**config.mk**
```make
export PLATFORM = sky130hd
export DESIGN_NAME = cpri_wr_arbiter
export DESIGN_NICKNAME = d
export VERILOG_FILES = /design/src/rtl/cpri_wr_arbiter.sv
export SDC_FILE = /design/constraint.sdc
export NUM_CORES = 1
export LEC_CHECK = 0
export ABC_AREA = 1
export BUFFER_PORTS_ARGS = -buffer_cell sky130_fd_sc_hd__buf_4
export CORE_AREA = 2 2 144 146
export DETAILED_ROUTE_END_ITERATION = 8
export DIE_AREA = 0 0 146 148
export PLACE_DENSITY_LB_ADDON = 0.1
export SETUP_SLACK_MARGIN = 0.4
export SLEW_MARGIN = 20
export SYNTH_ARGS = -nofsm -noshare
export SYNTH_HDL_FRONTEND = slang
export SYNTH_SLANG_ARGS = --single-unit
```
**constraint.sdc**
```tcl
create_clock -name i_clk -period 2.55 [get_ports i_clk]
set_input_delay 0.1275 -clock i_clk [delete_from_list [all_inputs] [get_ports i_clk]]
set_output_delay 0.1275 -clock i_clk [all_outputs]
set_load 0.1 [all_outputs]
```
**src/rtl/cpri_wr_arbiter.sv**
```systemverilog
// Round-robin block arbiter sharing the CPRI TX write port between NREQ packers.
// Define CPRI_ARB_WDOG_EN to add the XFER stall watchdog (limit WDOG_CYC).
module cpri_wr_arbiter #(
   parameter int NREQ     = 4,
   parameter int DW       = 64,
   parameter int AW       = 7,
   parameter int BLK_LEN  = 96,
   parameter int GAP_CYC  = 1,
   parameter int WDOG_CYC = 256
) (
   input  logic                     i_clk,
   input  logic                     i_reset_n,
   input  logic                     i_tx_enable,
   input  logic [NREQ-1:0]          i_req,
   output logic [NREQ-1:0]          o_gnt,
   input  logic [NREQ-1:0]          i_wen,
   input  logic [NREQ*DW-1:0]       i_wdata,
   input  logic [NREQ-1:0]          i_wlast,
   output logic                     o_cpri_wen,
   output logic [AW-1:0]            o_cpri_waddr,
   output logic [DW-1:0]            o_cpri_wdata,
   output logic                     o_cpri_wlast,
   output logic [$clog2(NREQ)-1:0]  o_gnt_id,
   output logic                     o_busy,
   output logic                     o_err_len,
   output logic [15:0]              o_err_cnt
);

   localparam int IW = $clog2(NREQ);

   generate
      if (BLK_LEN > 2**AW || GAP_CYC > 15 || WDOG_CYC < 1) begin : g_bad_cfg
         $error("cpri_wr_arbiter: invalid parameter set");
      end
   endgenerate

   typedef enum logic [1:0] {S_IDLE, S_GRANT, S_XFER, S_GAP} state_t;

   state_t            state_q, state_d;
   logic [NREQ-1:0]   gnt_q, gnt_d;
   logic [IW-1:0]     gnt_id_q, gnt_id_d;
   logic [IW-1:0]     ptr_q, ptr_d;
   logic [AW-1:0]     cnt_q, cnt_d;
   logic [3:0]        gap_q, gap_d;
   logic              wen_q, wen_d;
   logic [AW-1:0]     waddr_q, waddr_d;
   logic [DW-1:0]     wdata_q, wdata_d;
   logic              wlast_q, wlast_d;
   logic              busy_q, busy_d;
   logic              err_q, err_d;
   logic [15:0]       err_cnt_q, err_cnt_d;

`ifdef CPRI_ARB_WDOG_EN
   localparam int WW = $clog2(WDOG_CYC + 1);
   logic [WW-1:0]     wdog_q, wdog_d;
`endif

   logic              win_vld;
   logic [IW-1:0]     win_id;
   int                arb_idx;
   logic              sel_wen;
   logic              sel_wlast;
   logic [DW-1:0]     sel_wdata;
   logic              last_word;
   state_t            end_state;

   // Search starts at ptr_q, which is one past the previous winner.
   always_comb begin
      win_vld = 1'b0;
      win_id  = '0;
      arb_idx = 0;
      for (int i = 0; i < NREQ; i++) begin
         arb_idx = int'(ptr_q) + i;
         if (arb_idx >= NREQ) arb_idx = arb_idx - NREQ;
         if (!win_vld && i_req[arb_idx]) begin
            win_vld = 1'b1;
            win_id  = IW'(arb_idx);
         end
      end
   end

   assign sel_wen   = i_wen[gnt_id_q];
   assign sel_wlast = i_wlast[gnt_id_q];
   assign sel_wdata = i_wdata[int'(gnt_id_q)*DW +: DW];
   assign last_word = (cnt_q == AW'(BLK_LEN - 1));
   assign end_state = (GAP_CYC == 0) ? S_IDLE : S_GAP;

   always_comb begin
      state_d  = state_q;
      gnt_d    = gnt_q;
      gnt_id_d = gnt_id_q;
      ptr_d    = ptr_q;
      cnt_d    = cnt_q;
      gap_d    = gap_q;
      wen_d    = 1'b0;
      waddr_d  = waddr_q;
      wdata_d  = wdata_q;
      wlast_d  = 1'b0;
      err_d    = 1'b0;
`ifdef CPRI_ARB_WDOG_EN
      wdog_d   = wdog_q;
`endif
      unique case (state_q)
         S_IDLE: begin
            if (i_tx_enable && win_vld) begin
               gnt_d    = NREQ'(1) << win_id;
               gnt_id_d = win_id;
               ptr_d    = (win_id == IW'(NREQ - 1)) ? '0 : win_id + 1'b1;
               cnt_d    = '0;
               state_d  = S_GRANT;
            end
         end
         S_GRANT: begin
            state_d = S_XFER;
`ifdef CPRI_ARB_WDOG_EN
            wdog_d  = '0;
`endif
         end
         S_XFER: begin
            if (sel_wen) begin
               wen_d   = 1'b1;
               waddr_d = cnt_q;
               wdata_d = sel_wdata;
               wlast_d = sel_wlast | last_word;
               cnt_d   = cnt_q + 1'b1;
`ifdef CPRI_ARB_WDOG_EN
               wdog_d  = '0;
`endif
               // Mismatch of wlast vs. position flags short or long blocks.
               if (sel_wlast || last_word) begin
                  err_d   = sel_wlast ^ last_word;
                  gnt_d   = '0;
                  gap_d   = '0;
                  state_d = end_state;
               end
            end
`ifdef CPRI_ARB_WDOG_EN
            else if (wdog_q == WW'(WDOG_CYC - 1)) begin
               wen_d   = 1'b1;
               waddr_d = cnt_q;
               wdata_d = '0;
               wlast_d = 1'b1;
               err_d   = 1'b1;
               gnt_d   = '0;
               gap_d   = '0;
               state_d = end_state;
            end else begin
               wdog_d = wdog_q + 1'b1;
            end
`endif
         end
         S_GAP: begin
            if (gap_q == 4'(GAP_CYC - 1)) state_d = S_IDLE;
            else gap_d = gap_q + 1'b1;
         end
         default: state_d = S_IDLE;
      endcase
      busy_d    = (state_d != S_IDLE);
      err_cnt_d = (err_d && err_cnt_q != 16'hFFFF) ? err_cnt_q + 16'd1 : err_cnt_q;
   end

   always_ff @(posedge i_clk or negedge i_reset_n) begin
      if (!i_reset_n) begin
         state_q   <= S_IDLE;
         gnt_q     <= '0;
         gnt_id_q  <= '0;
         ptr_q     <= '0;
         cnt_q     <= '0;
         gap_q     <= '0;
         wen_q     <= 1'b0;
         waddr_q   <= '0;
         wdata_q   <= '0;
         wlast_q   <= 1'b0;
         busy_q    <= 1'b0;
         err_q     <= 1'b0;
         err_cnt_q <= '0;
`ifdef CPRI_ARB_WDOG_EN
         wdog_q    <= '0;
`endif
      end else begin
         state_q   <= state_d;
         gnt_q     <= gnt_d;
         gnt_id_q  <= gnt_id_d;
         ptr_q     <= ptr_d;
         cnt_q     <= cnt_d;
         gap_q     <= gap_d;
         wen_q     <= wen_d;
         waddr_q   <= waddr_d;
         wdata_q   <= wdata_d;
         wlast_q   <= wlast_d;
         busy_q    <= busy_d;
         err_q     <= err_d;
         err_cnt_q <= err_cnt_d;
`ifdef CPRI_ARB_WDOG_EN
         wdog_q    <= wdog_d;
`endif
      end
   end

   assign o_gnt        = gnt_q;
   assign o_gnt_id     = gnt_id_q;
   assign o_cpri_wen   = wen_q;
   assign o_cpri_waddr = waddr_q;
   assign o_cpri_wdata = wdata_q;
   assign o_cpri_wlast = wlast_q;
   assign o_busy       = busy_q;
   assign o_err_len    = err_q;
   assign o_err_cnt    = err_cnt_q;

endmodule
```
# Word level (Yosys, flattened, before mapping)
# Cells that the tools add are included.
# totals
regBits	112
inputBits	271
out_inout_bits	97
elab_cells	116
# op_classes
bitwise_logic	2
add_sub_neg	11
reduce_logical	19
n_lt_le_gt_ge	9
n_shift	2
mux	50
n_eq_ne	10
# ops
cell	n
indexed part select 256 x 9 -> 64 bit	1
< comparator 32 x 4 -> 1 bit, second input constant	4
two-way mux 32 bit	4
two-way mux 1 bit	21
two-way mux 2 bit	9
adder 16 x 1 -> 16 bit, second input constant	1
two-way mux 4 bit	4
!= test 16 bit, second input constant	1
case mux 4 bit (2 select lines)	2
two-way mux 7 bit	2
case mux 7 bit (2 select lines)	1
binary-select mux 1 bit (select 2 bit)	6
subtractor 3 x 3 -> 4 bit, second input constant	3
greater-or-equal comparator 3 bit, second input constant	3
!= test 2 bit, second input constant	4
case mux 2 bit (4 select lines)	1
AND reduction 4 bit	2
adder 7 x 1 -> 7 bit, second input constant	1
equality test 7 bit, second input constant	1
adder 2 x 2 -> 3 bit, second input constant	2
equality test 2 bit, second input constant	3
nonzero test 2 bit	3
logical AND 1 bit	5
adder 4 x 1 -> 4 bit, second input constant	1
15 further kinds	18

# Logic depth before layout (Yosys ltp)
# Gate-level depths: netlist of the first run.
# depth
ltp_word	19
mapped_depth	15
ltp_nobuf	14

# Worst setup path before layout of the first run
# No wires, ideal clock.
# synth_path
path_kind	reg2reg
start	register gnt_id_q[0] (netlist: o_gnt_id[0])
end	register err_cnt_q[9] (netlist: o_err_cnt[9])
path_slack_ns	-0.208
period_less_slack_ns	2.758
stages_incl_launch_ff	15
path_buffers	4
t_required_ns	2.428
arrival_time_ns	2.636
setup_time_ns	0.122
cell_sequence	dfrtp_1 -> buf_4 -> buf_4 -> buf_2 -> nand2_1 -> a32o_1 -> ha_1 -> inv_1 -> nor2_4 -> nand2_4 -> inv_2 -> buf_6 -> nand2_1 -> nand2_1 -> nand2_1
# synth_via
elab_chain_len	7
elab_cells_between_ends	10
classes_between	mux (7); bitwise (1); reduce/logical (2)
# synth_rtl
item	line_no	source
from (decl)	41	logic [IW-1:0] gnt_id_q, gnt_id_d;
from (signal assigned)	183	gnt_id_q <= gnt_id_d;
binary-select mux 1 bit (select 2 bit)	83	assign sel_wlast = i_wlast[gnt_id_q];
two-way mux 1 bit (implied by the code)	83	
bitwise XOR 1 bit / logical OR 1 bit (equally long branches)	131, 130	
two-way mux 1 bit	130	if (sel_wlast || last_word) begin
two-way mux 1 bit *	120	if (sel_wen) begin
two-way mux 1 bit *	103	unique case (state_q)
net err_d	50	logic err_q, err_d;
logical AND 1 bit *	159	err_cnt_d = (err_d && err_cnt_q != 16'hFFFF) ? err_cnt_q + 16'd1 : err_cnt_q;
to (signal assigned)	193	err_cnt_q <= err_cnt_d;
to (decl)	51	logic [15:0] err_cnt_q, err_cnt_d;
# Mark *: on every way through the listed nets, which the timed path passes. The rest lies on a longest branch. The select of a mux whose other input is x is not followed.
# A chain may end at the register's enable or synchronous reset.

# Worst setup path in the final report of the first run
# layout_path
start	register gnt_id_q[0] (netlist: o_gnt_id[0])
end	register err_cnt_q[10] (netlist: o_err_cnt[10])
# The elaborated chain is that of the path after synthesis.

==> tab_implementation.tex, run 1 <==
\begin{tabular}{lr}
\hline
Metric & Value \\
\hline
\multicolumn{2}{l}{\textbf{Outcome}} \\
\quad Outcome & finished clean \\
\multicolumn{2}{l}{\textbf{Global route}} \\
\quad Number of antenna violations at the first check in global routing & 0 \\
\quad Vias in the first global route & 7274 \\
\quad Overall routing resource usage & 24.3\% \\
\quad Largest net degree at the start of global routing & 90 \\
\quad Global-route congestion overflow total & 0 \\
\quad Wire length of the first global-routing pass & 41300 um \\
\multicolumn{2}{l}{\textbf{Power and ir drop}} \\
\quad Switching power & 9.45 mW \\
\quad Cell Pwr Density & 1530 nW/um\^{}2 \\
\quad Combinational share of power & 70.1\% \\
\quad Clock group share of total power & 10.2\% \\
\quad Overall power after layout & 15.4 mW \\
\quad Leakage power summed over all cells & 5.24 nW \\
\quad Peak ir drop on the vdd network & 867 uV \\
\quad Internal power & 5.99 mW \\
\quad Sequential cell fraction of total power & 19.7\% \\
\quad Switching part of the total power & 61.2\% \\
\multicolumn{2}{l}{\textbf{Timing}} \\
\quad Final setup violation count & 0 \\
\quad Total negative slack & 0 ps \\
\quad Fin Clk Skew & 10.2 ps \\
\quad Slew headroom & 42.5\% \\
\quad Final-report hold violation count & 0 \\
\quad Setup repair after global routing missed its margin & yes \\
\quad Timing-limited maximum frequency & 506 MHz \\
\quad Post-layout minimum cycle time & 1980 ps \\
\quad Post-route clock period utilization & 77.5\% \\
\quad Transition time at the pin with the least slew margin & 862 ps \\
\quad Count of pins over their slew limit & 0 \\
\multicolumn{2}{l}{\textbf{Floorplan}} \\
\quad Chip width & 146 um \\
\quad Std cell rows & 52 \\
\quad I/O pin cnt & 368 \\
\quad Std-Cell Core Area & 20000 um\^{}2 \\
\quad Initial core utilization & 33.9\% \\
\quad Area of the die & 21600 um\^{}2 \\
\quad Die height & 148 um \\
\multicolumn{2}{l}{\textbf{Placed design}} \\
\quad Quantity of I/O buffers inserted on ports & 367 \\
\quad Placer congestion estimate & 0.903 \\
\quad Detailed placer's ending HPWL & 20400 um \\
\quad Post-placement cell area & 9700 um\^{}2 \\
\multicolumn{2}{l}{\textbf{Clocking}} \\
\quad Clock network latency to the later pin of the worst-skew pair & 360 ps \\
\quad \# clock sinks & 112 \\
\quad Number of levels in the clock H-tree & 3 \\
\quad Buffers from clock root to sink, at most & 2 \\
\quad TritonCTS buffer count & 9 \\
\quad Clock-pin slew reported for the worst setup and hold paths after clock tree synthesis & 70 ps \\
\quad Clock tree from TritonCTS & built \\
\quad Cell chosen for the clock root & clkbuf\_16 \\
\multicolumn{2}{l}{\textbf{Detailed routing}} \\
\quad Drt pass-1 iters & 4 \\
\quad WL/cell & 17.3 um \\
\quad \# DRC & 0 \\
\quad Final Routed Wirelength & 27300 um \\
\quad Vias per std cell & 4.91 \\
\quad Number of DRC markers after the initial detailed-route iteration & 348 \\
\quad Antenna-violating nets left & 0 \\
\quad Via total after detailed routing & 7759 \\
\multicolumn{2}{l}{\textbf{Logic synthesis}} \\
\quad Synthesized net count & 1255 \\
\quad Sequential area share after synthesis & 41.2\% \\
\quad Synthesized flop and latch total & 112 \\
\quad Number of distinct library cells after synthesis & 31 \\
\quad Netlist area before placement & 6800 um\^{}2 \\
\quad Mapped Avg Cell Area & 6.97 um\^{}2 \\
\quad Number of warnings reported in the yosys synthesis log & 0 \\
\quad Cells after Synth & 975 \\
\multicolumn{2}{l}{\textbf{Cells and area}} \\
\quad Layout area overhead & 48.3\% \\
\quad Most used cells in the layout excluding fill and tap cells & 378 x buf\_4, 298 x nand2\_1, 155 x nor2\_1 \\
\quad Final cell area excluding filler cells & 10100 um\^{}2 \\
\quad Diodes inserted & 0 \\
\quad Share of post-route cells with drive strength above 1 & 32.8\% \\
\quad Final core utilization & 50.3\% \\
\quad Nets@finish & 1585 \\
\quad Most common cell after layout, fill and taps aside & buf\_4 \\
\multicolumn{2}{l}{\textbf{Job}} \\
\quad Count of max-cap constraint violations & 0 \\
\multicolumn{2}{l}{\textbf{Worst hold path}} \\
\quad Worst Hold Launch & i\_wdata[17] \\
\quad Classification of the worst-slack hold path & input port to register \\
\quad Cell depth of the worst hold path & 5 \\
\quad Hold EP & o\_cpri\_wdata[17] \\
\multicolumn{2}{l}{\textbf{Worst setup path}} \\
\quad Reg2Reg Capture Point & o\_err\_cnt[10] \\
\quad Crit path capture type & register \\
\quad CP peak stage delay & 540 ps \\
\quad Critical path required time & 2800 ps \\
\quad Signal arrival time at the worst endpoint & 2230 ps \\
\quad Flop2flop setup slack & 570 ps \\
\quad CP dominant cell by count & nand2\_1 \\
\quad Crit path kind & register to register \\
\quad Reg-to-reg critical path startpoint & o\_gnt\_id[0] \\
\quad Startpoint class of the critical path & register \\
\quad CP Max Fanout & 19 \\
\quad Cells traversed along the worst timing path & inv\_8 -> nand2\_1 -> a32o\_1 -> ha\_1 -> inv\_2 -> nor2\_4 -> nand2\_8 -> inv\_6 -> nand3\_1 -> nand2\_1 -> nand2\_1 \\
\quad Master of the slowest instance on the critical path & dfrtp\_4 \\
\quad Number of cells on the worst reg-to-reg path & 11 \\
\hline
\end{tabular}
[cells by family (layout without fill, tap and decap cells)]
group / after synthesis / count (layout) / share of synthesized area (%)
AO/OA/AOI/OAI: 216 / 216 / 17.2
flip-flops: 112 / 112 / 41.2
buffers and inverters: 106 / 441 / 7.19
XOR/XNOR: 17 / 17 / 2.19
AND/OR/NAND/NOR: 515 / 515 / 30.5
adder cells (fa/ha/maj): 9 / 9 / 1.66
[state kept, by name, indices dropped and copies added (netlist names), 2 cells and up]
register and cells:
o_cpri_wdata 64, o_err_cnt 16, cnt_q 7, o_cpri_waddr 7, gap_q 4, o_gnt 4, o_gnt_id 2, ptr_q 2
state_q 2
[cell type report]
cell class	count	area (um^2)
Tap cell	270	338
Clock inverter	4	76.3
Fill cell	2077	9950
Timing Repair Buffer	382	2890
Multi-Input combinational cell	757	3530
Sequential cell	112	2810
Inverter	43	178
Clock buffer	12	256
[power groups by stage]
stage               Combinational (mW)  Clock, mW  Sequential (mW)
floorplan                         3.79          0             7.45
global placement                  10.7          0             3.06
detailed placement                10.8          0             3.06
CTS                               10.8       1.62             3.04
global route                      11.6       1.70             3.13
finish                            10.8       1.57             3.04
[worst max-delay path by stage]
stage | start | endpoint | slack (ps) | cells past startpoint
6_report | o_gnt_id[0] | o_err_cnt[10] | 570 | 11
5_1_grt | ptr_q[0] | ptr_q[1] | 390 | 11
3_5_place_dp | o_gnt_id[0] | o_err_cnt[10] | 440 | 11
2_1_floorplan | o_gnt_id[0] | o_err_cnt[9] | 280 | 15
4_1_cts | o_gnt_id[0] | o_err_cnt[10] | 430 | 11
3_3_place_gp | o_gnt_id[0] | o_err_cnt[10] | 470 | 11
[routing by layer]
layer | vias up | wire (um) | global-route usage [%]
met4 | 0 | 765 | 8.93
met1 | 3623 | 11300 | 30.1
li1 | 3845 | - | -
met3 | 40 | 1770 | 5.71
met2 | 251 | 13500 | 41.5
met5 | - | 0 | 0
[cells in the mapped netlist]
master / n / area [um^2]
nor2_2: 1 / 6.26
nor2_1: 156 / 586
buf_4: 4 / 30.0
nand3_1: 34 / 170
nand2_2: 5 / 31.3
nor2_4: 2 / 22.5
nand2_4: 2 / 22.5
nor3_1: 5 / 25.0
o22ai_1: 64 / 400
clkbuf_1: 31 / 116
inv_4: 1 / 6.26
inv_1: 38 / 143
nor3_2: 2 / 20.0
inv_2: 4 / 15.0
xor2_1: 12 / 105
o21ai_2: 1 / 8.76
a21oi_1: 3 / 15.0
nand3_2: 4 / 40.0
buf_1: 1 / 3.75
a32o_1: 1 / 10.0
o21ai_0: 142 / 711
o21ai_1: 5 / 25.0
buf_6: 4 / 45.0
nand2_1: 299 / 1120
buf_2: 22 / 110
dfrtp_1: 112 / 2800
buf_12: 1 / 20.0
ha_1: 9 / 113
or2_2: 2 / 12.5
nand4_1: 3 / 18.8
xnor2_1: 5 / 43.8
[critical path, delay by kind of cell (launching register included)]
family	cells	cell delay, ps
buffers and inverters	3	290
DFF	1	540
AOI/OAI and AO/OA	1	230
adders and majority gates	1	290
and+or+nand+nor	6	510
[what timing repair did]
action | CTS | global route
hold buffers | 1 | 0
hold endpoints to repair | 46 | 0
buffers inserted | 0 | 2
resized for setup | 0 | 9
setup endpoints to repair | 0 | 11
[through the flow]
step                hold WS, ps  worst slack (ps)  cells
floorplan                  -168               285    975
global placement            205               470   1561
detailed placement          201               444   1561
CTS                         127               431   1578
global route                162               393   1580
finish                      135               573   1580
Note: power is estimated with default switching activity, not from simulation.
==> run 2: changes to the inputs <==
==> constraint.sdc (replaced) <==
create_clock -name i_clk -period 2 [get_ports i_clk]
set_input_delay 0.1 -clock i_clk [delete_from_list [all_inputs] [get_ports i_clk]]
set_output_delay 0.1 -clock i_clk [all_outputs]
set_load 0.1 [all_outputs]
==> run 2 against run 1 <==
Net effect: power is 55% higher; non-clock buffer count is 77 higher; sequential power is 26% higher; register-to-register slack worse by 440 ps; die area stayed put; worst setup slack worse by 440 ps; sequential share of layout area is 3.9 points lower; cell count is 5.2% higher; fmax is 5.7% higher; largest cell class unchanged.
==> tab_implementation.tex, run 2 (same netlist as run 1, synthesis figures left out) <==
\begin{tabular}{lr}
\hline
Metric & Value \\
\hline
\multicolumn{2}{l}{\textbf{Power and ir drop}} \\
\quad Peak ir drop on the vdd network & 1250 uV \\
\quad Leakage power summed over all cells & 5.96 nW \\
\quad Cell Pwr Density & 2040 nW/um\^{}2 \\
\multicolumn{2}{l}{\textbf{Timing}} \\
\quad Slew headroom & 69.5\% \\
\quad Count of pins over their slew limit & 0 \\
\quad Post-layout minimum cycle time & 1870 ps \\
\quad Setup repair after global routing missed its margin & yes \\
\quad Post-route clock period utilization & 93.5\% \\
\quad Timing-limited maximum frequency & 535 MHz \\
\quad Final-report hold violation count & 0 \\
\quad Transition time at the pin with the least slew margin & 457 ps \\
\quad Fin Clk Skew & 9.56 ps \\
\quad Final setup violation count & 0 \\
\multicolumn{2}{l}{\textbf{Cells and area}} \\
\quad Layout area overhead & 72.7\% \\
\quad Most used cells in the layout excluding fill and tap cells & 400 x buf\_4, 251 x nand2\_1, 147 x nor2\_1 \\
\quad Final core utilization & 58.6\% \\
\quad Max FFs per register & 64 \\
\quad Diodes inserted & 0 \\
\quad Share of post-route cells with drive strength above 1 & 43.5\% \\
\quad Nets@finish & 1667 \\
\quad Most common cell after layout, fill and taps aside & buf\_4 \\
\quad Final cell area excluding filler cells & 11700 um\^{}2 \\
\quad Final std cells w/o fill & 1662 \\
\multicolumn{2}{l}{\textbf{Floorplan}} \\
\quad I/O pin cnt & 368 \\
\quad Std cell rows & 52 \\
\quad Area of the die & 21600 um\^{}2 \\
\quad Die height & 148 um \\
\quad Std-Cell Core Area & 20000 um\^{}2 \\
\quad Chip width & 146 um \\
\quad Initial core utilization & 33.9\% \\
\multicolumn{2}{l}{\textbf{Placed design}} \\
\quad Placer congestion estimate & 0.857 \\
\quad Placed cell count & 1578 \\
\quad Detailed placer's ending HPWL & 20600 um \\
\quad Quantity of I/O buffers inserted on ports & 367 \\
\quad Post-placement cell area & 9870 um\^{}2 \\
\multicolumn{2}{l}{\textbf{Detailed routing}} \\
\quad Via total after detailed routing & 8185 \\
\quad Final Routed Wirelength & 30200 um \\
\quad Antenna-violating nets left & 0 \\
\quad \# DRC & 0 \\
\quad Number of DRC markers after the initial detailed-route iteration & 403 \\
\quad Vias per std cell & 4.92 \\
\quad WL/cell & 18.2 um \\
\quad Drt pass-1 iters & 5 \\
\multicolumn{2}{l}{\textbf{Global route}} \\
\quad Vias in the first global route & 7806 \\
\quad Number of antenna violations at the first check in global routing & 1 \\
\quad Global-route congestion overflow total & 0 \\
\quad Largest net degree at the start of global routing & 66 \\
\quad Overall routing resource usage & 26.6\% \\
\quad Wire length of the first global-routing pass & 45000 um \\
\multicolumn{2}{l}{\textbf{Clocking}} \\
\quad Clock network latency to the later pin of the worst-skew pair & 350 ps \\
\quad \# clock sinks & 112 \\
\quad Buffers from clock root to sink, at most & 2 \\
\quad TritonCTS buffer count & 9 \\
\quad Clock-pin slew reported for the worst setup and hold paths after clock tree synthesis & 80 ps \\
\quad Clock tree from TritonCTS & built \\
\quad Cell chosen for the clock root & clkbuf\_16 \\
\quad Number of levels in the clock H-tree & 3 \\
\multicolumn{2}{l}{\textbf{Worst setup path}} \\
\quad Flop2flop setup slack & 130 ps \\
\quad Reg2Reg Capture Point & o\_err\_cnt[6] \\
\quad Critical path required time & 2230 ps \\
\quad Number of cells on the worst reg-to-reg path & 10 \\
\quad Startpoint class of the critical path & register \\
\quad Signal arrival time at the worst endpoint & 2100 ps \\
\quad Crit path kind & register to register \\
\quad Crit path capture type & register \\
\quad CP Max Fanout & 6 \\
\quad Reg-to-reg critical path startpoint & o\_gnt\_id[0] \\
\multicolumn{2}{l}{\textbf{Job}} \\
\quad Count of max-cap constraint violations & 0 \\
\multicolumn{2}{l}{\textbf{Worst hold path}} \\
\quad Hold EP & o\_cpri\_wdata[11] \\
\quad Classification of the worst-slack hold path & input port to register \\
\quad Cell depth of the worst hold path & 5 \\
\quad Worst Hold Launch & i\_wdata[11] \\
\multicolumn{2}{l}{\textbf{Outcome}} \\
\quad Outcome & finished clean \\
\hline
\end{tabular}
## run 2: changes by cell type in the layout (fill, tap and decap cells not counted), sizes merged
| cell | delta |
|---|---|
| bufbuf | +1 |
| clkinvlp | -1 |
| inv | +6 |
| buf | +75 |
| clkinv | +1 |
| nand2 | +1 |
| clkbuf | -1 |
## run 2: layout make-up
cell class,instances,area (um^2)
clock buffers,10,229
clock inverters,6,91.3
fillers,1843,8300
inverters,43,210
multi-input cells,758,4020
flip-flops and latches,112,2820
well taps,270,338
repair buffers,459,3990
repair inverters,4,45.0
## run 2: metrics by stage
| stage | setup slack (ps) | TNS, ps | hold slack (ps) | power [mW] |
|---|---|---|---|---|
| final | 131 | 0 | 111 | 24.0 |
| after global routing | 27.3 | 0 | 109 | 25.3 |
| after CTS | 147 | 0 | 100 | 23.0 |
| after detailed placement | -10.2 | -10.2 | 77.9 | 17.9 |
| after global placement | 47.3 | 0 | 76.0 | 17.9 |
| after floorplan | -265 | -3250 | -196 | 14.5 |
## run 2: how the worst max path moves through the flow
stage,to,from,slack (ps)
2_1_floorplan,o_err_cnt[9],o_gnt_id[0],-270
3_3_place_gp,cnt_q[6],o_gnt_id[0],50
3_5_place_dp,cnt_q[6],o_gnt_id[0],-10
4_1_cts,o_err_cnt[15],o_gnt_id[0],150
5_1_grt,o_err_cnt[3],cnt_q[1],30
6_report,o_err_cnt[6],o_gnt_id[0],130
## run 2: critical path, cell delays in order (launching register included)
cell and delay (ps):
dfrtp_4 520, inv_4 70, nand2_1 40, a32o_2 270, ha_4 270, inv_2 40, nor2_4 150, nand2_4 130
buf_6 160, nand2_1 40, o21ai_1 60
## run 2: per-layer routing
metal  wire, um  vias up  GRT usage, %
li1           -     4029             -
met1      11800     3829          32.1
met2      15300      280          46.2
met3       2250       45          6.76
met4        853        2          9.13
met5         10        -             0
## run 2: power by group
group | internal, mW | total (mW) | switching [mW]
clock network | 1.11 | 1.97 | 0.864
registers | 3.25 | 3.84 | 0.592
logic | 5.88 | 18.1 | 12.3
total | 10.2 | 24.0 | 13.7
## run 2: repair_timing
action / CTS / global route
hold buffers: 1 / 0
hold endpoints to repair: 28 / 0
pin swaps: 34 / 27
gates cloned: 13 / 5
endpoints found under the setup margin: 110 / 109
resized for setup: 153 / 72
buffers inserted: 42 / 7
==> run 3: changes to the inputs <==
--- a/config.mk
+++ b/config.mk
@@ -10,7 +10,7 @@
 export CORE_AREA = 2 2 144 146
 export DETAILED_ROUTE_END_ITERATION = 8
 export DIE_AREA = 0 0 146 148
-export PLACE_DENSITY_LB_ADDON = 0.1
+export PLACE_DENSITY = 0.7
 export SETUP_SLACK_MARGIN = 0.4
 export SLEW_MARGIN = 20
 export SYNTH_ARGS = -nofsm -noshare
==> run 3 against run 2 <==
Net effect: wire length up 4.2%; global-route usage up 1.6 points; count of clock-buffer cells in the layout up 2; worst hold slack better by 2.5 ps; sequential share of layout area down 1.3 points; utilization up 3.4 points; fmax down 1.8%; first-iteration DRC count up 29%; sequential power up 3%; power up 9.2%; register-to-register slack worse by 30 ps; critical endpoint is now o_cpri_wdata[48]; largest cell class is now non-clock buffers; highest routed layer is now met4.
==> tab_implementation.tex, run 3 (same netlist as run 1, synthesis figures left out) <==
\begin{tabular}{lr}
\hline
Metric & Value \\
\hline
\multicolumn{2}{l}{\textbf{Detailed routing}} \\
\quad Final Routed Wirelength & 31500 um \\
\quad Via total after detailed routing & 8455 \\
\quad \# DRC & 0 \\
\quad Antenna-violating nets left & 0 \\
\quad Vias per std cell & 5.07 \\
\quad Number of DRC markers after the initial detailed-route iteration & 520 \\
\quad Drt pass-1 iters & 5 \\
\quad WL/cell & 18.9 um \\
\multicolumn{2}{l}{\textbf{Timing}} \\
\quad Setup repair after global routing missed its margin & yes \\
\quad Post-route clock period utilization & 95.2\% \\
\quad Total negative slack & 0 ps \\
\quad Final setup violation count & 0 \\
\quad Slew headroom & 63.1\% \\
\quad Post-layout minimum cycle time & 1900 ps \\
\quad Transition time at the pin with the least slew margin & 553 ps \\
\quad Count of pins over their slew limit & 0 \\
\quad Timing-limited maximum frequency & 525 MHz \\
\quad Final-report hold violation count & 0 \\
\quad Fin Clk Skew & 7.37 ps \\
\multicolumn{2}{l}{\textbf{Clocking}} \\
\quad Clock network latency to the later pin of the worst-skew pair & 360 ps \\
\quad Clock-pin slew reported for the worst setup and hold paths after clock tree synthesis & 80 ps \\
\quad Cell chosen for the clock root & clkbuf\_16 \\
\quad Number of levels in the clock H-tree & 3 \\
\quad Clock tree from TritonCTS & built \\
\quad TritonCTS buffer count & 9 \\
\quad \# clock sinks & 112 \\
\quad Buffers from clock root to sink, at most & 2 \\
\multicolumn{2}{l}{\textbf{Worst setup path}} \\
\quad Signal arrival time at the worst endpoint & 2160 ps \\
\quad Critical path required time & 2250 ps \\
\quad Crit path capture type & register \\
\quad Startpoint class of the critical path & register \\
\quad CP Max Fanout & 8 \\
\quad Crit path kind & register to register \\
\multicolumn{2}{l}{\textbf{Cells and area}} \\
\quad Footprint of the multi-input gates & 4300 um\^{}2 \\
\quad Register cell area after layout & 2820 um\^{}2 \\
\quad Most used cells in the layout excluding fill and tap cells & 388 x buf\_4, 176 x nand2\_1, 150 x nor2\_1 \\
\quad Share of post-route cells with drive strength above 1 & 48.9\% \\
\quad Layout area overhead & 82.8\% \\
\quad Fill cell count & 1740 \\
\quad Most common cell after layout, fill and taps aside & buf\_4 \\
\quad Final core utilization & 62.0\% \\
\quad Nets@finish & 1671 \\
\quad Max FFs per register & 64 \\
\multicolumn{2}{l}{\textbf{Placed design}} \\
\quad Placer congestion estimate & 0.902 \\
\quad Detailed placer's ending HPWL & 20000 um \\
\quad Quantity of I/O buffers inserted on ports & 367 \\
\multicolumn{2}{l}{\textbf{Global route}} \\
\quad Largest net degree at the start of global routing & 90 \\
\quad Global-route congestion overflow total & 0 \\
\quad Number of antenna violations at the first check in global routing & 1 \\
\quad Wire length of the first global-routing pass & 46800 um \\
\quad Overall routing resource usage & 28.1\% \\
\quad Vias in the first global route & 8149 \\
\multicolumn{2}{l}{\textbf{Floorplan}} \\
\quad I/O pin cnt & 368 \\
\quad Chip width & 146 um \\
\quad Std cell rows & 52 \\
\quad Die height & 148 um \\
\quad Area of the die & 21600 um\^{}2 \\
\quad Std-Cell Core Area & 20000 um\^{}2 \\
\quad Initial core utilization & 33.9\% \\
\multicolumn{2}{l}{\textbf{Job}} \\
\quad Count of max-cap constraint violations & 0 \\
\multicolumn{2}{l}{\textbf{Outcome}} \\
\quad Outcome & finished clean \\
\multicolumn{2}{l}{\textbf{Power and ir drop}} \\
\quad Overall power after layout & 26.2 mW \\
\quad Peak ir drop on the vdd network & 1390 uV \\
\quad Cell Pwr Density & 2100 nW/um\^{}2 \\
\quad Leakage power summed over all cells & 6.27 nW \\
\multicolumn{2}{l}{\textbf{Worst hold path}} \\
\quad Classification of the worst-slack hold path & input port to register \\
\hline
\end{tabular}
## run 3: worst paths after layout
kind / cells past startpoint / endpoint / startpoint / slack (ps)
setup / recovery: 12 / o_cpri_wdata[48] / o_gnt_id[0] / 100
hold / removal: 5 / o_cpri_wdata[44] / i_wdata[44] / 110
setup reg to reg: 12 / o_cpri_wdata[48] / o_gnt_id[0] / 100
hold reg to reg: 2 / o_cpri_wdata[11] / o_cpri_wdata[11] / 480
max in group asynchronous: 3 / o_cpri_wdata[25] / i_reset_n / 1030
min in group asynchronous: 2 / o_cpri_wdata[51] / i_reset_n / 310
## run 3: timing repair
| item | in CTS | in global routing |
|---|---|---|
| hold endpoints to repair | 34 | 0 |
| hold buffers | 1 | 0 |
| buffers inserted | 35 | 13 |
| setup endpoints to repair | 110 | 111 |
| resized for setup | 189 | 124 |
| pin swaps | 32 | 57 |
| cloned | 25 | 1 |
## run 3: power by group
| group | total, mW | switching [mW] | internal (mW) |
|---|---|---|---|
| sequential | 3.94 | 0.696 | 3.25 |
| combinational | 20.4 | 13.1 | 7.27 |
| clock | 1.83 | 0.875 | 0.951 |
| total | 26.2 | 14.7 | 11.5 |
## run 3: worst max-delay path: stages (launching register included)
cell and delay [ps]:
dfrtp_4 520, buf_12 140, buf_12 120, nand2_4 50, nand3_4 80, nand3_4 110
buf_12 140, buf_12 130, clkinv_16 80, buf_12 150, buf_16 150, nand2_2 60
nand2_1 40
## run 3: per-layer routing
layer / global-route usage [%] / vias up / part of all wire, %
met5: 0 / - / 0
met4: 11.2 / 0 / 4.1
met3: 6.60 / 74 / 7.0
met2: 46.1 / 345 / 48
met1: 36.1 / 4001 / 40
li1: - / 4035 / -
## run 3: cell type report
type                            count  share of cell area, %
Clock buffer                       12                   2.14
Timing Repair Buffer              466                   35.8
Sequential cell                   112                   22.6
Multi-Input combinational cell    758                   34.6
Clock inverter                      4                  0.211
Inverter                           43                   1.69
Timing Repair inverter              1                  0.161
Antenna cell                        1                 0.0201
Tap cell                          270                   2.72
## run 3: per-stage QoR
step | cell area (um^2) | std cells | hold slack, ps | setup slack, ps
6_report | 12400 | 1667 | 114 | 96.8
3_5_place_dp | 9890 | 1575 | 114 | 46.2
5_1_grt | 12400 | 1667 | 114 | 17.7
2_1_floorplan | 6880 | 975 | -196 | -265
4_1_cts | 11800 | 1652 | 88.2 | 160
3_3_place_gp | 9890 | 1575 | 106 | 63.6
